===== src/rtl/snake_pkg.sv =====
// Shared constants for the Snake display path: board geometry, cell codes and
// the helpers that map cells to RAM addresses and colours.
package snake_pkg;

  localparam int CELL_SHIFT = 4;
  localparam int GRID_W     = 40;
  localparam int GRID_H     = 30;
  localparam int H_ACTIVE   = 640;
  localparam int V_ACTIVE   = 480;

  localparam logic [1:0] EMPTY = 2'd0;
  localparam logic [1:0] BODY  = 2'd1;
  localparam logic [1:0] HEAD  = 2'd2;
  localparam logic [1:0] FOOD  = 2'd3;

  typedef enum logic {
    ST_IDLE,
    ST_CLEAR
  } clear_state_t;

  // y*40 + x built from shifts so no multiplier is inferred
  function automatic logic [10:0] cell_addr(input logic [4:0] cy, input logic [5:0] cx);
    return {1'b0, cy, 5'd0} + {3'd0, cy, 3'd0} + {5'd0, cx};
  endfunction

  function automatic logic [2:0] cell_rgb(input logic [1:0] code);
    case (code)
      BODY:    return 3'b010;
      HEAD:    return 3'b110;
      FOOD:    return 3'b100;
      default: return 3'b000;
    endcase
  endfunction

endpackage


===== src/rtl/board_renderer_if.sv =====
// Game-logic side of the board: cell writes, clear request and sweep status.
interface board_renderer_if;
  logic       iWr_En;
  logic [5:0] iWr_X;
  logic [4:0] iWr_Y;
  logic [1:0] iWr_Cell;
  logic       iClear;
  logic       oBusy;

  modport master (output iWr_En, iWr_X, iWr_Y, iWr_Cell, iClear, input oBusy);
  modport slave  (input iWr_En, iWr_X, iWr_Y, iWr_Cell, iClear, output oBusy);
endinterface


===== src/rtl/board_ram.sv =====
// Simple dual-port 2-bit cell store, synchronous read with read-before-write,
// written so it maps onto a block RAM.
module board_ram #(
  parameter int DEPTH = 1200
) (
  input  logic        i_clk,
  input  logic        i_we,
  input  logic [10:0] i_waddr,
  input  logic [1:0]  i_wdata,
  input  logic [10:0] i_raddr,
  output logic [1:0]  o_rdata
);

  logic [1:0] r_mem [DEPTH];

  always_ff @(posedge i_clk) begin
    if (i_we) begin
      r_mem[i_waddr] <= i_wdata;
    end
    o_rdata <= r_mem[i_raddr];
  end

endmodule


===== src/rtl/board_renderer.sv =====
// Board store plus pixel colour pipeline for the Snake display.
// state    | meaning
// ST_IDLE  | accepting cell writes, waiting for a clear request
// ST_CLEAR | sweeping EMPTY over every cell, one per cycle; writes ignored
module board_renderer #(
  parameter int CELL_SHIFT = snake_pkg::CELL_SHIFT,
  parameter int GRID_W     = snake_pkg::GRID_W,
  parameter int GRID_H     = snake_pkg::GRID_H
) (
  input  logic       iCLK,
  input  logic       reset,
  input  logic [9:0] iCurrent_X,
  input  logic [9:0] iCurrent_Y,
  output logic       oRed,
  output logic       oGreen,
  output logic       oBlue,
  output logic       oFrame_Done,
  board_renderer_if.slave bus
);
  import snake_pkg::clear_state_t;
  import snake_pkg::ST_IDLE;
  import snake_pkg::ST_CLEAR;
  import snake_pkg::EMPTY;
  import snake_pkg::cell_addr;
  import snake_pkg::cell_rgb;

  localparam int          CELLS     = GRID_W * GRID_H;
  localparam logic [10:0] LAST_ADDR = 11'(CELLS - 1);
  localparam logic [9:0]  H_ACT     = 10'(snake_pkg::H_ACTIVE);
  localparam logic [9:0]  V_ACT     = 10'(snake_pkg::V_ACTIVE);
  localparam logic [9:0]  H_LAST    = 10'(snake_pkg::H_ACTIVE - 1);
  localparam logic [9:0]  V_LAST    = 10'(snake_pkg::V_ACTIVE - 1);
  localparam logic [5:0]  GW        = 6'(GRID_W);
  localparam logic [4:0]  GH        = 5'(GRID_H);

  clear_state_t r_state, w_state_nxt;
  logic [10:0]  r_cnt, w_cnt_nxt;
  logic         w_we;
  logic [10:0]  w_waddr;
  logic [1:0]   w_wdata;
  logic         w_wr_ok;

  logic [5:0]   w_cx;
  logic [4:0]   w_cy;
  logic         w_in_range;
  logic         w_border;
  logic         w_last_px;
  logic [10:0]  w_raddr;
  logic [1:0]   w_rdata;

  logic         r_in_range;
  logic         r_border;
  logic         r_last_px;
  logic [2:0]   r_rgb;
  logic         r_frame_done;

  // ---------------- clear sweep / write arbitration ----------------
  assign w_wr_ok = (bus.iWr_X < GW) && (bus.iWr_Y < GH);

  always_ff @(posedge iCLK) begin
    if (!reset) begin
      r_state <= ST_IDLE;
      r_cnt   <= '0;
    end else begin
      r_state <= w_state_nxt;
      r_cnt   <= w_cnt_nxt;
    end
  end

  always_comb begin
    w_state_nxt = r_state;
    w_cnt_nxt   = r_cnt;
    w_we        = 1'b0;
    w_waddr     = cell_addr(bus.iWr_Y, bus.iWr_X);
    w_wdata     = bus.iWr_Cell;
    case (r_state)
      ST_IDLE: begin
        if (bus.iClear) begin
          w_state_nxt = ST_CLEAR;
          w_cnt_nxt   = '0;
        end else if (bus.iWr_En && w_wr_ok) begin
          w_we = 1'b1;
        end
      end
      ST_CLEAR: begin
        w_we    = 1'b1;
        w_waddr = r_cnt;
        w_wdata = EMPTY;
        if (r_cnt == LAST_ADDR) begin
          w_state_nxt = ST_IDLE;
          w_cnt_nxt   = '0;
        end else begin
          w_cnt_nxt = r_cnt + 11'd1;
        end
      end
      default: w_state_nxt = ST_IDLE;
    endcase
  end

  assign bus.oBusy = (r_state == ST_CLEAR);

  // ---------------- pixel pipeline ----------------
  assign w_cx       = 6'(iCurrent_X >> CELL_SHIFT);
  assign w_cy       = 5'(iCurrent_Y >> CELL_SHIFT);
  assign w_in_range = (iCurrent_X < H_ACT) && (iCurrent_Y < V_ACT);
  assign w_border   = (iCurrent_X == 10'd0) || (iCurrent_X == H_LAST) ||
                      (iCurrent_Y == 10'd0) || (iCurrent_Y == V_LAST);
  assign w_last_px  = (iCurrent_X == H_LAST) && (iCurrent_Y == V_LAST);
  // Off-screen coordinates would alias past the last cell, so park the read
  assign w_raddr    = w_in_range ? cell_addr(w_cy, w_cx) : 11'd0;

  board_ram #(
    .DEPTH (CELLS)
  ) u_board_ram (
    .i_clk   (iCLK),
    .i_we    (w_we && reset),
    .i_waddr (w_waddr),
    .i_wdata (w_wdata),
    .i_raddr (w_raddr),
    .o_rdata (w_rdata)
  );

  always_ff @(posedge iCLK) begin
    if (!reset) begin
      r_in_range   <= 1'b0;
      r_border     <= 1'b0;
      r_last_px    <= 1'b0;
      r_rgb        <= 3'b000;
      r_frame_done <= 1'b0;
    end else begin
      r_in_range   <= w_in_range;
      r_border     <= w_border;
      r_last_px    <= w_in_range && w_last_px;
      r_frame_done <= r_last_px;
      if (!r_in_range) begin
        r_rgb <= 3'b000;
      end else if (r_border) begin
        r_rgb <= 3'b111;
      end else begin
        r_rgb <= cell_rgb(w_rdata);
      end
    end
  end

  assign oRed        = r_rgb[2];
  assign oGreen      = r_rgb[1];
  assign oBlue       = r_rgb[0];
  assign oFrame_Done = r_frame_done;

endmodule


===== src/flat_wrapper.sv =====
// flat-port wrapper written by rule: the top's interface ports become plain ports
module board_renderer_flat import snake_pkg::clear_state_t; import snake_pkg::ST_IDLE; import snake_pkg::ST_CLEAR; import snake_pkg::EMPTY; import snake_pkg::cell_addr; import snake_pkg::cell_rgb;
#(
  parameter int CELL_SHIFT = snake_pkg::CELL_SHIFT,
  parameter int GRID_W     = snake_pkg::GRID_W,
  parameter int GRID_H     = snake_pkg::GRID_H
)
  (iCLK, reset, iCurrent_X, iCurrent_Y, oRed, oGreen, oBlue, oFrame_Done, bus_iWr_En, bus_iWr_X, bus_iWr_Y, bus_iWr_Cell, bus_iClear, bus_oBusy);
  board_renderer_if bus_i ();
  input  logic iCLK;
  input  logic reset;
  input  logic [9:0] iCurrent_X;
  input  logic [9:0] iCurrent_Y;
  output logic oRed;
  output logic oGreen;
  output logic oBlue;
  output logic oFrame_Done;
  input wire logic [$bits(bus_i.iWr_En)-1:0] bus_iWr_En;
  input wire logic [$bits(bus_i.iWr_X)-1:0] bus_iWr_X;
  input wire logic [$bits(bus_i.iWr_Y)-1:0] bus_iWr_Y;
  input wire logic [$bits(bus_i.iWr_Cell)-1:0] bus_iWr_Cell;
  input wire logic [$bits(bus_i.iClear)-1:0] bus_iClear;
  output wire logic [$bits(bus_i.oBusy)-1:0] bus_oBusy;
  assign bus_i.iWr_En = bus_iWr_En;
  assign bus_i.iWr_X = bus_iWr_X;
  assign bus_i.iWr_Y = bus_iWr_Y;
  assign bus_i.iWr_Cell = bus_iWr_Cell;
  assign bus_i.iClear = bus_iClear;
  assign bus_oBusy = bus_i.oBusy;
  board_renderer #(.CELL_SHIFT(CELL_SHIFT), .GRID_W(GRID_W), .GRID_H(GRID_H)) u_core (.iCLK(iCLK), .reset(reset), .iCurrent_X(iCurrent_X), .iCurrent_Y(iCurrent_Y), .oRed(oRed), .oGreen(oGreen), .oBlue(oBlue), .oFrame_Done(oFrame_Done), .bus(bus_i));
endmodule

===== config.mk =====
export PLATFORM = sky130hd
export DESIGN_NAME = board_renderer_flat
export DESIGN_NICKNAME = d
export VERILOG_FILES = /design/src/rtl/snake_pkg.sv /design/src/rtl/board_renderer_if.sv /design/src/rtl/board_ram.sv /design/src/rtl/board_renderer.sv /design/src/flat_wrapper.sv
export SDC_FILE = /design/constraint.sdc
export NUM_CORES = 2
export LEC_CHECK = 0
export CAP_MARGIN = 10
export CORE_MARGIN = 2
export CORE_UTILIZATION = 45
export CTS_CLUSTER_SIZE = 20
export DETAILED_ROUTE_END_ITERATION = 10
export PLACE_DENSITY = 0.61
export SYNTH_ARGS = -nofsm -noshare
export SYNTH_HDL_FRONTEND = slang
export SYNTH_HIERARCHICAL = 1
export SYNTH_SLANG_ARGS = --single-unit

===== constraint.sdc =====
create_clock -name iCLK -period 57.7 [get_ports iCLK]
set_input_delay 8.655 -clock iCLK [delete_from_list [all_inputs] [get_ports iCLK]]
set_output_delay 8.655 -clock iCLK [all_outputs]
set_load 0.1 [all_outputs]

# ---- Word-level counts from Yosys, hierarchy flattened
# Memory sizes are Yosys's and may differ from the RTL's. A register that Yosys moved wholly into a read port is not among the register bits.
# Index checks and enable logic that the tools add are counted.
dict set report op_classes {
  n_addsub 5
  order_cmp 4
  n_eq_ne 7
  n_mux 16
  bitwise 1
  n_reduce_logical 12
}
# op count
set ops {}
lappend ops {{2-to-1 mux 11 bit} 4}
lappend ops {{adder 10 x 8 -> 11 bit} 2}
lappend ops {{adder 11 x 6 -> 11 bit} 2}
lappend ops {{case mux 11 bit (2 select lines)} 1}
lappend ops {{zero test 10 bit} 2}
lappend ops {{adder 11 x 1 -> 11 bit (second input constant)} 1}
lappend ops {{== test 11 bit (second input constant)} 1}
lappend ops {{== test 10 bit (second input constant)} 1}
lappend ops {{== test 10 x 9 -> 1 bit (second input constant)} 1}
lappend ops {{< comparator 10 bit (second input constant)} 1}
lappend ops {{< comparator 10 x 9 -> 1 bit (second input constant)} 1}
lappend ops {{case mux 3 bit (3 select lines)} 1}
lappend ops {{logical AND 1 bit} 6}
lappend ops {{< comparator 6 bit (second input constant)} 1}
lappend ops {{2-to-1 mux 1 bit} 6}
lappend ops {{< comparator 5 bit (second input constant)} 1}
lappend ops {{== test 2 bit (second input constant)} 2}
lappend ops {{case mux 1 bit (2 select lines)} 2}
lappend ops {{logical OR 1 bit} 3}
lappend ops {{2-to-1 mux 3 bit} 1}
lappend ops {{== test 2 x 1 -> 1 bit (second input constant)} 1}
lappend ops {{2-to-1 mux 2 bit} 1}
lappend ops {{inequality test 2 bit (second input constant)} 1}
lappend ops {{AND reduction 2 bit} 1}
lappend ops {{NOT 1 bit} 1}
dict set report word_totals {
  reg_bits 19
  ramBits 2400
  input_bits 37
  output_inout_bits 5
  n_memories 1
}
# name depth width rd rd_ports_with_merged_regs write_ports line
set memory_table {}
lappend memory_table {u_core.u_board_ram.r_mem 1200 2 1 1 1 board_ram.sv:14} ;# logic [1:0] r_mem [DEPTH];

# ---- Depth between registers and ports, before layout
dict set report depth {
  depth_word 9
  depth_mapped 18
  mapped_depth_nobuf 15
}

# ---- By module
# Netlist, hierarchy kept.
# mod n_inst cells_each area_each_um2 seq_area_each_um2
set by_module_without_submodules {}
lappend by_module_without_submodules {board_ram 1 5354 97730.0 72109.2}
lappend by_module_without_submodules {board_renderer 1 212 1725.4 380.4}

# ---- Least setup slack after synthesis
# No wires, ideal clock.
dict set report synth_timing {
  path_type {input port to flip-flop}
  startpoint {input bus_iWr_Cell[0]}
  endpoint {memory u_core.u_board_ram.r_mem[0][0], data pin}
  setup_time_ns 6.087
  t_arrival_ns 37.161
  t_required_ns 51.613
  slack_ns 14.452
  cell_stages 1
  n_path_buf 0
  path_cell_list {nor2b_1}
}
dict set report synth_via {
  elab_chain_cells 1
}
# item line
set synth_rtl {}
lappend synth_rtl {{start, declared} flat_wrapper.sv:21} ;# input wire logic [$bits(bus_i.iWr_Cell)-1:0] bus_iWr_Cell;
lappend synth_rtl {{2-to-1 mux 2 bit} board_renderer.sv:76} ;# case (r_state)
lappend synth_rtl {{end, declared} board_ram.sv:14}
# No other way between the ends.

# ---- Final worst setup path
dict set report layout_timing {
  startpoint {input iCurrent_Y[8]}
  endpoint {register u_core.u_board_ram.o_rdata[0], read port of u_core.u_board_ram.r_mem}
}
dict set report layout_via {
  elab_chain_cells 3
}
# item line
set layout_rtl {}
lappend layout_rtl {{start, declared} flat_wrapper.sv:13} ;# input logic [9:0] iCurrent_Y;
lappend layout_rtl {{< comparator 10 x 9 -> 1 bit} board_renderer.sv:105} ;# assign w_in_range = (iCurrent_X < H_ACT) && (iCurrent_Y < V_ACT);
lappend layout_rtl {{logical AND 1 bit} board_renderer.sv:105}
lappend layout_rtl {{2-to-1 mux 11 bit} board_renderer.sv:110} ;# assign w_raddr = w_in_range ? cell_addr(w_cy, w_cx) : 11'd0;
lappend layout_rtl {{via u_core.w_raddr[0]} board_renderer.sv:48} ;# logic [10:0] w_raddr;
lappend layout_rtl {{end, declared} board_ram.sv:11} ;# output logic [1:0] o_rdata
# The timed path passes the listed nets, and every way through them passes these cells.
# A chain may end at the register's enable or synchronous reset.

==> qor.json <==
{
  "outcome": {"value": "complete, no violations"},
  "clock_power_share": {"value": 42.0, "unit": "%"},
  "setup_crit_start_kind": {"value": "primary input"},
  "area_growth_syn_to_layout": {"value": 11.74, "unit": "%"},
  "maximum_count_of_clock_buffers_along_a_single_path": {"value": 3},
  "postSynth.topFlopCell": {"value": "sky130_fd_sc_hd__edfxtp_1"},
  "detail_route.drc_violations": {"value": 0},
  "core-area": {"value": 219700, "unit": "um^2"},
  "first_iter_violations": {"value": 7658},
  "min_period_over_period": {"value": 27.01, "unit": "%"},
  "io_pins": {"value": 42},
  "power.combinational.fraction": {"value": 6.7, "unit": "%"},
  "cp_data_required_time": {"value": 58.43, "unit": "ns"},
  "worstSetupPathType": {"value": "primary input to register"},
  "placement_rows": {"value": 172},
  "grt_util_all_layers": {"value": 25.29, "unit": "%"},
  "final_antenna_net_count": {"value": 0},
  "route.detailed.vias_per_inst": {"value": 6.230},
  "num_vias": {"value": 54450},
  "powerDensity": {"value": 34.18, "unit": "nW/um^2"},
  "critical_path.slowest_cell": {"value": "sky130_fd_sc_hd__buf_4"},
  "route.detailed.wl_per_inst": {"value": 32.59, "unit": "um"},
  "endpoint_kind": {"value": "register"},
  "horizontal_extent_of_the_die": {"value": 474.1, "unit": "um"},
  "grt_pass1_vias": {"value": 54140},
  "drt-pass1-iter-count": {"value": 5},
  "finish.utilization": {"value": 50.58, "unit": "%"},
  "grt_overflow": {"value": 0},
  "final-hold-violation-count": {"value": 0},
  "gp_routability_congestion": {"value": 0.8414},
  "syn-mean-instance-area": {"value": 17.87, "unit": "um^2"},
  "finalClockSkew": {"value": 0.06044, "unit": "ns"},
  "drive_gt1_share": {"value": 21.40, "unit": "%"},
  "crit_arrival": {"value": 16.31, "unit": "ns"},
  "dp.final_hpwl": {"value": 158500, "unit": "um"},
  "met1Wirelength": {"value": 112000, "unit": "um"},
  "finish.net_count": {"value": 5627},
  "worstPathCellList": {"value": "clkdlybuf4s50_1, and3_1, a221oi_2, and2_4, buf_12, buf_12, buf_4, buf_4, mux4_2, mux4_2, a22oi_1, a21oi_1, a21oi_1, o21ai_0, a32oi_1, o41ai_1"},
  "cell_area_after_synthesis": {"value": 99460, "unit": "um^2"},
  "setup-violations-final": {"value": 0},
  "yosysWarnings": {"value": 6},
  "tritoncts.num_buffers": {"value": 235},
  "worstHoldPathType": {"value": "register to register"},
  "grt_start_max_net_pins": {"value": 232},
  "syn-num-nets": {"value": 5626},
  "total_die_area": {"value": 224800, "unit": "um^2"},
  "post_cts_hold_buffer_count": {"value": 0},
  "die_height": {"value": 474.1, "unit": "um"},
  "clk_pin_slew_worst_paths": {"value": 0.07, "unit": "ns"},
  "routed_wl": {"value": 284900, "unit": "um"},
  "clock_insertion_delay_worst_skew": {"value": 0.92, "unit": "ns"},
  "final_tns_setup": {"value": 0, "unit": "ns"},
  "syn_inst": {"value": 5566},
  "reg2reg_setup_slack": {"value": 51.34, "unit": "ns"},
  "netSwitchingFraction": {"value": 22.70, "unit": "%"},
  "timing_worst_slew_pin_value": {"value": 1.265, "unit": "ns"},
  "synth_async_sr_flop_share": {"value": 0, "unit": "%"},
  "relSlewSlack": {"value": 15.03, "unit": "%"},
  "vdd_drop_max": {"value": 0.03185, "unit": "mV"},
  "met2RoutedLength": {"value": 135300, "unit": "um"},
  "post_cts.resized_instances": {"value": 0},
  "drv.max_cap_violation_count": {"value": 0},
  "p_leak": {"value": 33.25, "unit": "nW"},
  "total_switching_power": {"value": 0.8623, "unit": "mW"},
  "post_cts_buffers": {"value": 0},
  "power.internal": {"value": 2.937, "unit": "mW"},
  "antenna_found_initial": {"value": 16},
  "detailroute.wirelength.met3": {"value": 27250, "unit": "um"},
  "floorplan.initialDensity": {"value": 45.26, "unit": "%"},
  "root_buffer": {"value": "sky130_fd_sc_hd__clkbuf_16"},
  "cts_tree": {"value": "yes"},
  "yosys_register_bits": {"value": 2421},
  "clock_tree.htree_level_count": {"value": 4},
  "synth_edf_count": {"value": 2400},
  "clock.fmax": {"value": 64.17, "unit": "MHz"},
  "finalMaxSlewViolations": {"value": 0},
  "cp_top_family": {"value": "buffers and inverters"},
  "synth_cell_type_count": {"value": 79},
  "max_stage_delay": {"value": 0.84, "unit": "ns"},
  "synth_sequential_area_ratio": {"value": 72.89, "unit": "%"},
  "topRoutingLayerUsed": {"value": "met5"},
  "portBuffers": {"value": 41},
  "seqPwrFrac": {"value": 51.2, "unit": "%"},
  "worstPathMaxFanout": {"value": 99},
  "first_pass_grt_wire_length": {"value": 402300, "unit": "um"},
  "cts_num_sinks": {"value": 2421},
  "critical_path_buf_inv_count": {"value": 5},
  "finalWorstPathRequiredPeriod": {"value": 15.58, "unit": "ns"},
  "grt_setup_unrepaired": {"value": "no"}
}
==> final timing paths <==
check,end,cells after the start,start
max,u_core/u_board_ram/o_rdata[0],16,iCurrent_Y[8]
max reg2reg,u_core/u_board_ram/r_mem[1143][1],8,u_core/bus.oBusy
min reg2reg,u_core/oFrame_Done,1,u_core/r_last_px
min,u_core/oFrame_Done,1,u_core/r_last_px
==> cell type report <==
class | count | area (um^2)
antenna | 6 | 15.01
clock buffer | 277 | 6048
clock inverter | 169 | 2002
fill | 17770 | 108600
inverter | 16 | 67.56
multi-input combinational | 2692 | 24920
sequential | 2421 | 72490
tap | 2958 | 3701
timing repair buffer | 201 | 1894
==> flip-flops by register name, indices dropped and copies added (netlist names), 2 cells and up <==
signal	count
u_core/u_board_ram/o_rdata	2
u_core/u_board_ram/r_mem	2400
u_core/r_rgb	3
u_core/r_cnt	11
==> cells in the final DEF, fill, tap and decap left out, drive strengths merged, types with 6 or more instances in the layout <==
cell / synthesis / layout
edfxtp: 2400 / 2400
a31oi: 7 / 7
mux2: 25 / 25
bufinv: 0 / 36
nand2: 142 / 142
o31ai: 6 / 6
o221ai: 44 / 44
clkinvlp: 0 / 6
nand3: 29 / 29
mux2i: 109 / 109
o22ai: 34 / 34
a221oi: 26 / 26
dfxtp: 21 / 21
nor3: 33 / 33
and3: 12 / 12
o21ai: 43 / 43
clkinv: 3 / 123
a22oi: 49 / 49
and2: 24 / 24
nor4: 8 / 8
mux4: 623 / 623
inv: 13 / 20
a21oi: 60 / 60
ha: 19 / 19
clkbuf: 271 / 277
nor2: 1236 / 1236
a22o: 20 / 20
a211oi: 8 / 8
buf: 166 / 160
nand2b: 11 / 11
nand4: 8 / 8
nor3b: 10 / 10
clkdlybuf4s50: 0 / 41
or2: 6 / 6
nor2b: 22 / 22
diode: 0 / 6
==> cell families after synthesis <==
group | synth area share (%)
DFF | 72.89
adders and majority gates | 0.3196
buffers and inverters | 2.433
and+or+nand+nor | 6.352
muxes | 15.49
xor gates and xnor gates | 0.04404
AOI/OAI and AO/OA | 2.477
==> through the flow <==
step / setup WS (ns) / cells / power, mW / area (um^2) / hold WS, ns
after global placement: 41.06 / 8276 / 2.234 / 102800 / 0.4171
final: 42.12 / 8740 / 3.799 / 111100 / 0.4331
after CTS: 41.98 / 8723 / 3.812 / 110800 / 0.4349
after floorplan: 14.45 / 5566 / 2.188 / 99460 / 0.4119
after detailed placement: 41.05 / 8277 / 2.235 / 102800 / 0.4203
after global routing: 41.53 / 8735 / 3.895 / 111100 / 0.4805
==> metal layers <==
layer	global-route usage, %	vias up
li1	-	21980
met1	35.05	29080
met2	39.97	2908
met3	5.306	476
met4	8.650	6
met5	0	-
==> synth_stat cells (5+ instances only) <==
cell type                  count  area [um^2]
sky130_fd_sc_hd__and3_1       12        75.07
sky130_fd_sc_hd__o21ai_0      36        180.2
sky130_fd_sc_hd__and2_1       22        137.6
sky130_fd_sc_hd__a311oi_1      5        43.79
sky130_fd_sc_hd__mux2_2       25        281.5
sky130_fd_sc_hd__a211oi_1      7        52.55
sky130_fd_sc_hd__dfxtp_1      21        420.4
sky130_fd_sc_hd__nor4_1        8        50.05
sky130_fd_sc_hd__edfxtp_1   2400        72070
sky130_fd_sc_hd__a22oi_1      49        367.9
sky130_fd_sc_hd__buf_1        33        123.9
sky130_fd_sc_hd__nor3b_1      10        75.07
sky130_fd_sc_hd__a22o_1       20        175.2
sky130_fd_sc_hd__nand2_1     142        533.0
sky130_fd_sc_hd__clkbuf_1    271         1017
sky130_fd_sc_hd__buf_8        18        270.3
sky130_fd_sc_hd__nor3_1       33        165.2
sky130_fd_sc_hd__o221ai_1     44        385.4
sky130_fd_sc_hd__mux4_2      623        14030
sky130_fd_sc_hd__o211ai_1      5        37.54
sky130_fd_sc_hd__nand3_1      29        145.1
sky130_fd_sc_hd__o21ai_1       7        35.03
sky130_fd_sc_hd__nand4_1       8        50.05
sky130_fd_sc_hd__buf_2        46        230.2
sky130_fd_sc_hd__o22ai_1      34        212.7
sky130_fd_sc_hd__nor2_1     1235         4636
sky130_fd_sc_hd__nor2b_1      22        137.6
sky130_fd_sc_hd__ha_1         19        237.7
sky130_fd_sc_hd__mux2i_1     109         1091
sky130_fd_sc_hd__buf_4        25        187.7
sky130_fd_sc_hd__a21oi_1      60        300.3
sky130_fd_sc_hd__o31ai_1       5        37.54
sky130_fd_sc_hd__a31oi_1       7        43.79
sky130_fd_sc_hd__and3b_1       5        43.79
sky130_fd_sc_hd__buf_6        40        450.4
sky130_fd_sc_hd__or2_2         5        31.28
sky130_fd_sc_hd__nand2b_1     11        68.82
sky130_fd_sc_hd__a221oi_1     25        219.0
sky130_fd_sc_hd__inv_1        12        45.04
==> power by group through the flow <==
stage / sequential (mW) / combinational [mW] / clock, mW
2_1_floorplan: 2.04 / 0.145 / 0
3_3_place_gp: 1.98 / 0.250 / 0
3_5_place_dp: 1.98 / 0.251 / 0
4_1_cts: 1.95 / 0.252 / 1.61
5_1_grt: 1.95 / 0.266 / 1.68
6_report: 1.95 / 0.256 / 1.60
Power figures use the tool's default switching activity.
